$ cat src/rtl/obstacle_pkg.sv
// Shared types, screen constants and the box-overlap helper for the obstacle engine.
package obstacle_pkg;

    localparam int unsigned SCREEN_W = 640;
    localparam int unsigned SCREEN_H = 480;

    typedef enum logic [1:0] {
        IDLE,
        MOVING,
        DONE
    } slot_state_t;

    // Block spans columns [pos-bw, pos). The left-edge test is rearranged to
    // px+pw+bw > pos so that pos < bw cannot wrap below zero.
    function automatic logic overlap(
        input logic [10:0] pos,
        input logic [10:0] bw,
        input logic [10:0] by,
        input logic [10:0] bh,
        input logic [10:0] px,
        input logic [10:0] pw,
        input logic [10:0] py,
        input logic [10:0] ph
    );
        overlap = (px < pos) && ((px + pw + bw) > pos) &&
                  (py < (by + bh)) && ((py + ph) > by);
    endfunction

endpackage

$ cat src/rtl/obstacle_slot.sv
// One obstacle slot: IDLE/MOVING/DONE FSM, position, pass count, step and overlap flag.
// Optional OBSTACLE_SPEED_RAMP_EN: step grows by one on every wrap up to MAX_STEP.
module obstacle_slot
    import obstacle_pkg::*;
#(
    parameter int unsigned BLOCK_W   = 32,
    parameter int unsigned BLOCK_H   = 32,
    parameter int unsigned BLOCK_Y   = 400,
    parameter int unsigned PLAYER_W  = 24,
    parameter int unsigned PLAYER_H  = 24,
    parameter int unsigned PASSES    = 3,
    parameter int unsigned BASE_STEP = 2,
    parameter int unsigned MAX_STEP  = 8
) (
    input  logic        i_clk,
    input  logic        i_reset,
    input  logic        i_frame_tick,
    input  logic        i_ready,
    input  logic [9:0]  i_player_x,
    input  logic [9:0]  i_player_y,
    output logic [10:0] o_pos,
    output logic        o_vis,
    output logic        o_done,
    output logic        o_overlap
);

    localparam logic [10:0] START  = 11'(SCREEN_W + BLOCK_W);
    localparam int unsigned PASS_W = $clog2(PASSES + 1);
    // Base step never exceeds the ceiling, even with odd parameter choices.
    localparam logic [10:0] STEP0  = 11'((BASE_STEP < MAX_STEP) ? BASE_STEP : MAX_STEP);

    slot_state_t       r_state, w_state_next;
    logic [10:0]       r_pos, w_pos_next;
    logic [PASS_W-1:0] r_pass, w_pass_next;
    logic [10:0]       w_step;
    logic              w_wrap;

    // Next-state: dropping ready forces IDLE and outranks any frame tick.
    always_comb begin
        w_state_next = r_state;
        w_pos_next   = r_pos;
        w_pass_next  = r_pass;
        w_wrap       = 1'b0;
        if (!i_ready) begin
            w_state_next = IDLE;
            w_pos_next   = START;
            w_pass_next  = '0;
        end else begin
            unique case (r_state)
                IDLE: begin
                    w_state_next = MOVING;
                    w_pos_next   = START;
                    w_pass_next  = '0;
                end
                MOVING: begin
                    if (i_frame_tick) begin
                        if (r_pos > w_step) begin
                            w_pos_next = r_pos - w_step;
                        end else begin
                            w_pos_next  = START;
                            w_pass_next = r_pass + 1'b1;
                            w_wrap      = 1'b1;
                            if (r_pass == PASS_W'(PASSES - 1)) begin
                                w_state_next = DONE;
                            end
                        end
                    end
                end
                DONE: begin
                    w_pos_next = START;
                end
                default: begin
                    w_state_next = IDLE;
                    w_pos_next   = START;
                    w_pass_next  = '0;
                end
            endcase
        end
    end

    // State, position and pass registers with synchronous reset.
    always_ff @(posedge i_clk) begin
        if (i_reset) begin
            r_state <= IDLE;
            r_pos   <= START;
            r_pass  <= '0;
        end else begin
            r_state <= w_state_next;
            r_pos   <= w_pos_next;
            r_pass  <= w_pass_next;
        end
    end

`ifdef OBSTACLE_SPEED_RAMP_EN
    logic [10:0] r_step, w_step_next;

    // Step ramps by one per wrap up to the ceiling and returns to base when idle.
    always_comb begin
        w_step_next = r_step;
        if (!i_ready || r_state == IDLE) begin
            w_step_next = STEP0;
        end else if (w_wrap) begin
            w_step_next = (r_step >= 11'(MAX_STEP)) ? 11'(MAX_STEP) : r_step + 11'd1;
        end
    end

    // Step register.
    always_ff @(posedge i_clk) begin
        if (i_reset) begin
            r_step <= STEP0;
        end else begin
            r_step <= w_step_next;
        end
    end

    assign w_step = r_step;
`else
    assign w_step = STEP0;
`endif

    assign o_pos     = r_pos;
    assign o_vis     = (r_state == MOVING);
    assign o_done    = (r_state == DONE);
    assign o_overlap = (r_state == MOVING) &&
                       overlap(r_pos, 11'(BLOCK_W), 11'(BLOCK_Y), 11'(BLOCK_H),
                               {1'b0, i_player_x}, 11'(PLAYER_W),
                               {1'b0, i_player_y}, 11'(PLAYER_H));

endmodule

$ cat src/rtl/obstacle_bank.sv
// Obstacle engine top: N_SLOTS obstacle slots, collision edge detectors, off-screen check.
// Optional OBSTACLE_SPEED_RAMP_EN enables per-wrap speed ramping inside each slot.
module obstacle_bank
    import obstacle_pkg::*;
#(
    parameter int unsigned N_SLOTS   = 10,
    parameter int unsigned BLOCK_W   = 32,
    parameter int unsigned BLOCK_H   = 32,
    parameter int unsigned BLOCK_Y   = 400,
    parameter int unsigned PLAYER_W  = 24,
    parameter int unsigned PLAYER_H  = 24,
    parameter int unsigned PASSES    = 3,
    parameter int unsigned BASE_STEP = 2,
    parameter int unsigned MAX_STEP  = 8
) (
    input  logic                      Clk,
    input  logic                      Reset,
    input  logic                      frame_tick,
    input  logic [0:N_SLOTS-1]        block_ready,
    input  logic [9:0]                player_x,
    input  logic [9:0]                player_y,
    output logic [0:1]                Collision,
    output logic [0:N_SLOTS-1]        end_level,
    output logic [N_SLOTS-1:0][10:0]  block_x,
    output logic [0:N_SLOTS-1]        block_vis
);

    logic [N_SLOTS-1:0] w_overlap;
    logic               w_any_overlap;
    logic               w_off_screen;
    logic               r_ovl_prev, r_off_prev;
    logic               r_coll_ovl, r_coll_off;

    for (genvar g = 0; g < N_SLOTS; g++) begin : g_slot
        obstacle_slot #(
            .BLOCK_W   (BLOCK_W),
            .BLOCK_H   (BLOCK_H),
            .BLOCK_Y   (BLOCK_Y),
            .PLAYER_W  (PLAYER_W),
            .PLAYER_H  (PLAYER_H),
            .PASSES    (PASSES),
            .BASE_STEP (BASE_STEP),
            .MAX_STEP  (MAX_STEP)
        ) u_slot (
            .i_clk        (Clk),
            .i_reset      (Reset),
            .i_frame_tick (frame_tick),
            .i_ready      (block_ready[g]),
            .i_player_x   (player_x),
            .i_player_y   (player_y),
            .o_pos        (block_x[g]),
            .o_vis        (block_vis[g]),
            .o_done       (end_level[g]),
            .o_overlap    (w_overlap[g])
        );
    end

    assign w_any_overlap = |w_overlap;
    assign w_off_screen  = ({1'b0, player_y} + 11'(PLAYER_H)) > 11'(SCREEN_H);

    // Rising-edge detectors: sustained conditions report a single pulse.
    always_ff @(posedge Clk) begin
        if (Reset) begin
            r_ovl_prev <= 1'b0;
            r_off_prev <= 1'b0;
            r_coll_ovl <= 1'b0;
            r_coll_off <= 1'b0;
        end else begin
            r_ovl_prev <= w_any_overlap;
            r_off_prev <= w_off_screen;
            r_coll_ovl <= w_any_overlap & ~r_ovl_prev;
            r_coll_off <= w_off_screen & ~r_off_prev;
        end
    end

    assign Collision[0] = r_coll_ovl;
    assign Collision[1] = r_coll_off;

endmodule
$ cat config.mk
export PLATFORM = sky130hd
export DESIGN_NAME = obstacle_bank
export DESIGN_NICKNAME = d
export VERILOG_FILES = /design/src/rtl/obstacle_pkg.sv /design/src/rtl/obstacle_slot.sv /design/src/rtl/obstacle_bank.sv
export SDC_FILE = /design/constraint.sdc
export NUM_CORES = 1
export LEC_CHECK = 0
export CORE_MARGIN = 1.5
export CORE_UTILIZATION = 45
export CTS_CLUSTER_DIAMETER = 120
export CTS_CLUSTER_SIZE = 8
export DETAILED_ROUTE_END_ITERATION = 10
export PLACE_DENSITY = 0.67
export RECOVER_POWER = 50
export SLEW_MARGIN = 20
export SYNTH_ARGS = -nofsm -noshare
export SYNTH_HDL_FRONTEND = slang
export SYNTH_SLANG_ARGS = --single-unit
export TNS_END_PERCENT = 10
$ cat constraint.sdc
create_clock -name Clk -period 3.5 [get_ports Clk]
set_input_delay 0.35 -clock Clk [delete_from_list [all_inputs] [get_ports Clk]]
set_output_delay 0.35 -clock Clk [all_outputs]
set_load 0.01 [all_outputs]
==> results.tsv <==
stage	metric	value	unit
sta	finalHoldViolations	0	
synth	syn_area_per_cell	8.32	sq um
critical_path	r2r_cells	9	
route	drt_wl_total	29400	um
pwr	sw_frac_of_total	0.279	
cells_and_area	final_common_cell	ha_1	
cells_and_area	final_nets	1710	
critical_path	cp_top_family	simple AND/OR/NAND/NOR gates	
clocking	cts_buffers	17	
global_route	grt_antenna_before_repair	0	
critical_path	rrSetupSlack	1000	ps
route	via_per_inst	5.43	
clocking	htree_levels	4	
sta	slew_headroom	0.109	
pwr	combPwrFrac	0.169	
place	dpl_cell_area	12900	sq um
place	place.gp.congestion	0.900	
floorplanning	die_area	25500	sq um
sta	post-route-period-util	0.942	
global_route	grt_pass1_wl	47900	um
critical_path	r2r-end	r_coll_ovl$_SDFF_PP0_	
cells_and_area	fin_util	0.556	
synth	ys_seq_area_frac	0.261	
synth	synth_edf_count	0	
sta	fin_skew	11.5	ps
clocking	postCtsHoldBufs	0	
synth	async_flop_share	0	
floorplanning	rows	57	
route	vias	9892	
place	portBuffers	154	
synth	synthDistinctLibCells	73	
critical_path	worstPathMaxFanout	11	
cells_and_area	antenna_cells	0	
route	drt-initial-drc-count	472	
critical_path	crit_buf_inv	4	
sta	max_freq	0.303	GHz
cells_and_area	syn2layout_area_growth	21.6	%
floorplanning	core	24200	sq um
status	outcome	completed	
pwr	seqPwrFrac	0.399	
global_route	grt_pass1_vias	9588	
critical_path	cpMaxStageDelayCell	or4_1	
critical_path	crit_end	r_coll_ovl$_SDFF_PP0_	
clocking	clk_latency	440	ps
global_route	grt_max_degree	24	
synth	yosysWarnings	0	
clocking	post_cts_buffers	0	
pwr	powerDensity	312	nW/um^2
critical_path	cp_slowest_stage_delay	480	ps
global_route	grt-ovfl-total	0	
route	drtPass1Iterations	7	
flow_run	drv_cap	0	
route	post-route-drc-count	0	
floorplanning	initial_core_util	0.457	
clocking	cts_root_buf	clkbuf_16	
clocking	clock_path_buffers	2	
pwr	p_sw	1170	uW
cells_and_area	fill_cells	2250	
route	ant_nets	0	
critical_path	crit_type	input pin to flip-flop	
synth	syn_area	11000	sq um
cells_and_area	layout-drive-gt1-share	0.0568	
global_route	grt_use_total	0.233	
route	wire_per_inst	16.1	um
synth	ys.flop_type	dfxtp_1	
critical_path	start_kind	input pin	
place	preCtsSetupSlack	-265	ps
cells_and_area	fin_area	13400	sq um
critical_path	cp_cell_sequence	clkdlybuf4s50_1, buf_4, inv_1, ha_1, nand2b_1, nand4_1, xnor2_1, buf_4, ha_1, nand4_1, or4_1, o211ai_1, a211o_1, o2111ai_1, nor4_2, nor3b_2	
synth	ys_seq_elements	144	
pwr	clkPwrFrac	0.431	
pwr	peakVddDrop	0.319	mV
critical_path	crit_cells	16	
pwr	p_leak	0.00572	uW
sta	fin_ws	204	ps
pwr	p_total	4200	uW
critical_path	crit_path_end_kind	flip-flop	
sta	setup_violations	0	
clocking	path_clk_slew	60	ps
critical_path	arrival	3610	ps
sta	finalSetupTns	0	ps
clocking	cts_tree	yes	
place	hpwl	22500	um
clocking	clkSinkCount	144	
sta	fin_crit	3300	ps
pwr	p_int	3020	uW
critical_path	startpoint	player_x[3]	
floorplanning	die_w	160	um
sta	rsz0062_at_grt	false	
floorplanning	fp.dieH	160	um
floorplanning	ios	165	
critical_path	crit_required	3810	ps
cells_and_area	mostFrequentLayoutCells	192 x ha_1, 144 x dfxtp_1, 142 x inv_1	
critical_path	r2r_start	g_slot[7].u_slot.o_pos[1]$_SDFFE_PP0P_	
sta	drv_slew	0	
sta	tightest_slew	1340	ps
synth	syn_inst	1327	
hold_path	hold_class	flip-flop to flip-flop	
-- registers in the layout (all words and copies together) (netlist names) --
name                   count
r_coll_ovl                 1
r_off_prev                 1
g_slot.u_slot.o_pos      100
r_ovl_prev                 1
g_slot.u_slot.r_pass      20
g_slot.u_slot.r_state     20
r_coll_off                 1
-- timing repair --
item,in CTS,in global routing
endpoints found under the hold margin,0,0
setup endpoints to repair,0,2
gates resized for setup,0,1
-- per-layer routing --
layer | routed length, um | up-vias | GRT usage
met4 | 691 | 0 | 0.0840
met5 | 0 | - | 0
met3 | 1330 | 50 | 0.0322
met2 | 13400 | 244 | 0.388
li1 | - | 4991 | -
met1 | 14000 | 4607 | 0.307
-- worst min path at each step --
stage,start,to,slack (ps),cells after the start
5_1_grt,r_off_prev$_SDFF_PP0_,r_coll_off$_SDFF_PP0_,410,1
3_3_place_gp,r_off_prev$_SDFF_PP0_,r_coll_off$_SDFF_PP0_,370,1
4_1_cts,r_off_prev$_SDFF_PP0_,r_coll_off$_SDFF_PP0_,390,1
2_1_floorplan,r_off_prev$_SDFF_PP0_,r_coll_off$_SDFF_PP0_,370,1
3_5_place_dp,r_off_prev$_SDFF_PP0_,r_coll_off$_SDFF_PP0_,380,1
6_report,r_off_prev$_SDFF_PP0_,r_coll_off$_SDFF_PP0_,380,1
-- layout make-up --
class / count / area [sq um] / area share
clock buffer: 18 / 429 / 0.0319
sequential: 144 / 2880 / 0.215
timing repair buffer: 182 / 1740 / 0.129
multi-input combinational: 998 / 7310 / 0.544
clock inverter: 13 / 139 / 0.0103
tap: 324 / 405 / 0.0302
inverter: 142 / 533 / 0.0397
-- per-stage QoR --
stage	std cells	hold slack (ps)
finish	1821	383
global route	1821	405
CTS	1821	386
detailed placement	1790	378
global placement	1790	374
floorplan	1336	367
-- synth_stat cells, drive strengths merged, types with 10 or more instances --
| cell type | number | area (sq um) |
|---|---|---|
| buf | 39 | 280 |
| inv | 142 | 533 |
| nor3 | 39 | 230 |
| dfxtp | 144 | 2880 |
| nand2b | 29 | 181 |
| clkbuf | 13 | 50.0 |
| o21ai | 52 | 260 |
| nand3 | 29 | 145 |
| o21a | 10 | 75.1 |
| o211ai | 10 | 75.1 |
| or3 | 11 | 68.8 |
| nand4 | 30 | 188 |
| nor4 | 18 | 140 |
| nor2 | 128 | 495 |
| ha | 192 | 2400 |
| a21oi | 69 | 349 |
| a22oi | 13 | 97.6 |
| and3 | 17 | 106 |
| xnor2 | 76 | 666 |
| nor2b | 22 | 138 |
| nand2 | 82 | 308 |
| a21o | 35 | 263 |
| a211oi | 24 | 190 |
-- power by group through the flow --
stage                     clock network (uW)  registers (uW)  logic [uW]
final                                   1810            1680         711
after detailed placement                   0            1710         710
after floorplan                            0            1710         459
after CTS                               1840            1680         716
after global placement                     0            1710         695
after global routing                    1910            1680         797
-- logic make-up (layout without fill, tap and decap cells) --
logic type	Yosys count	count (layout)	share of synthesized area
compound gates	270	270	0.164
flops	144	144	0.261
fa+ha+maj	192	192	0.217
simple gates	447	447	0.217
xor+xnor	79	79	0.0626
buf+inv	194	355	0.0782
other cells	1	10	0.000340
Power figures use the tool's default switching activity.
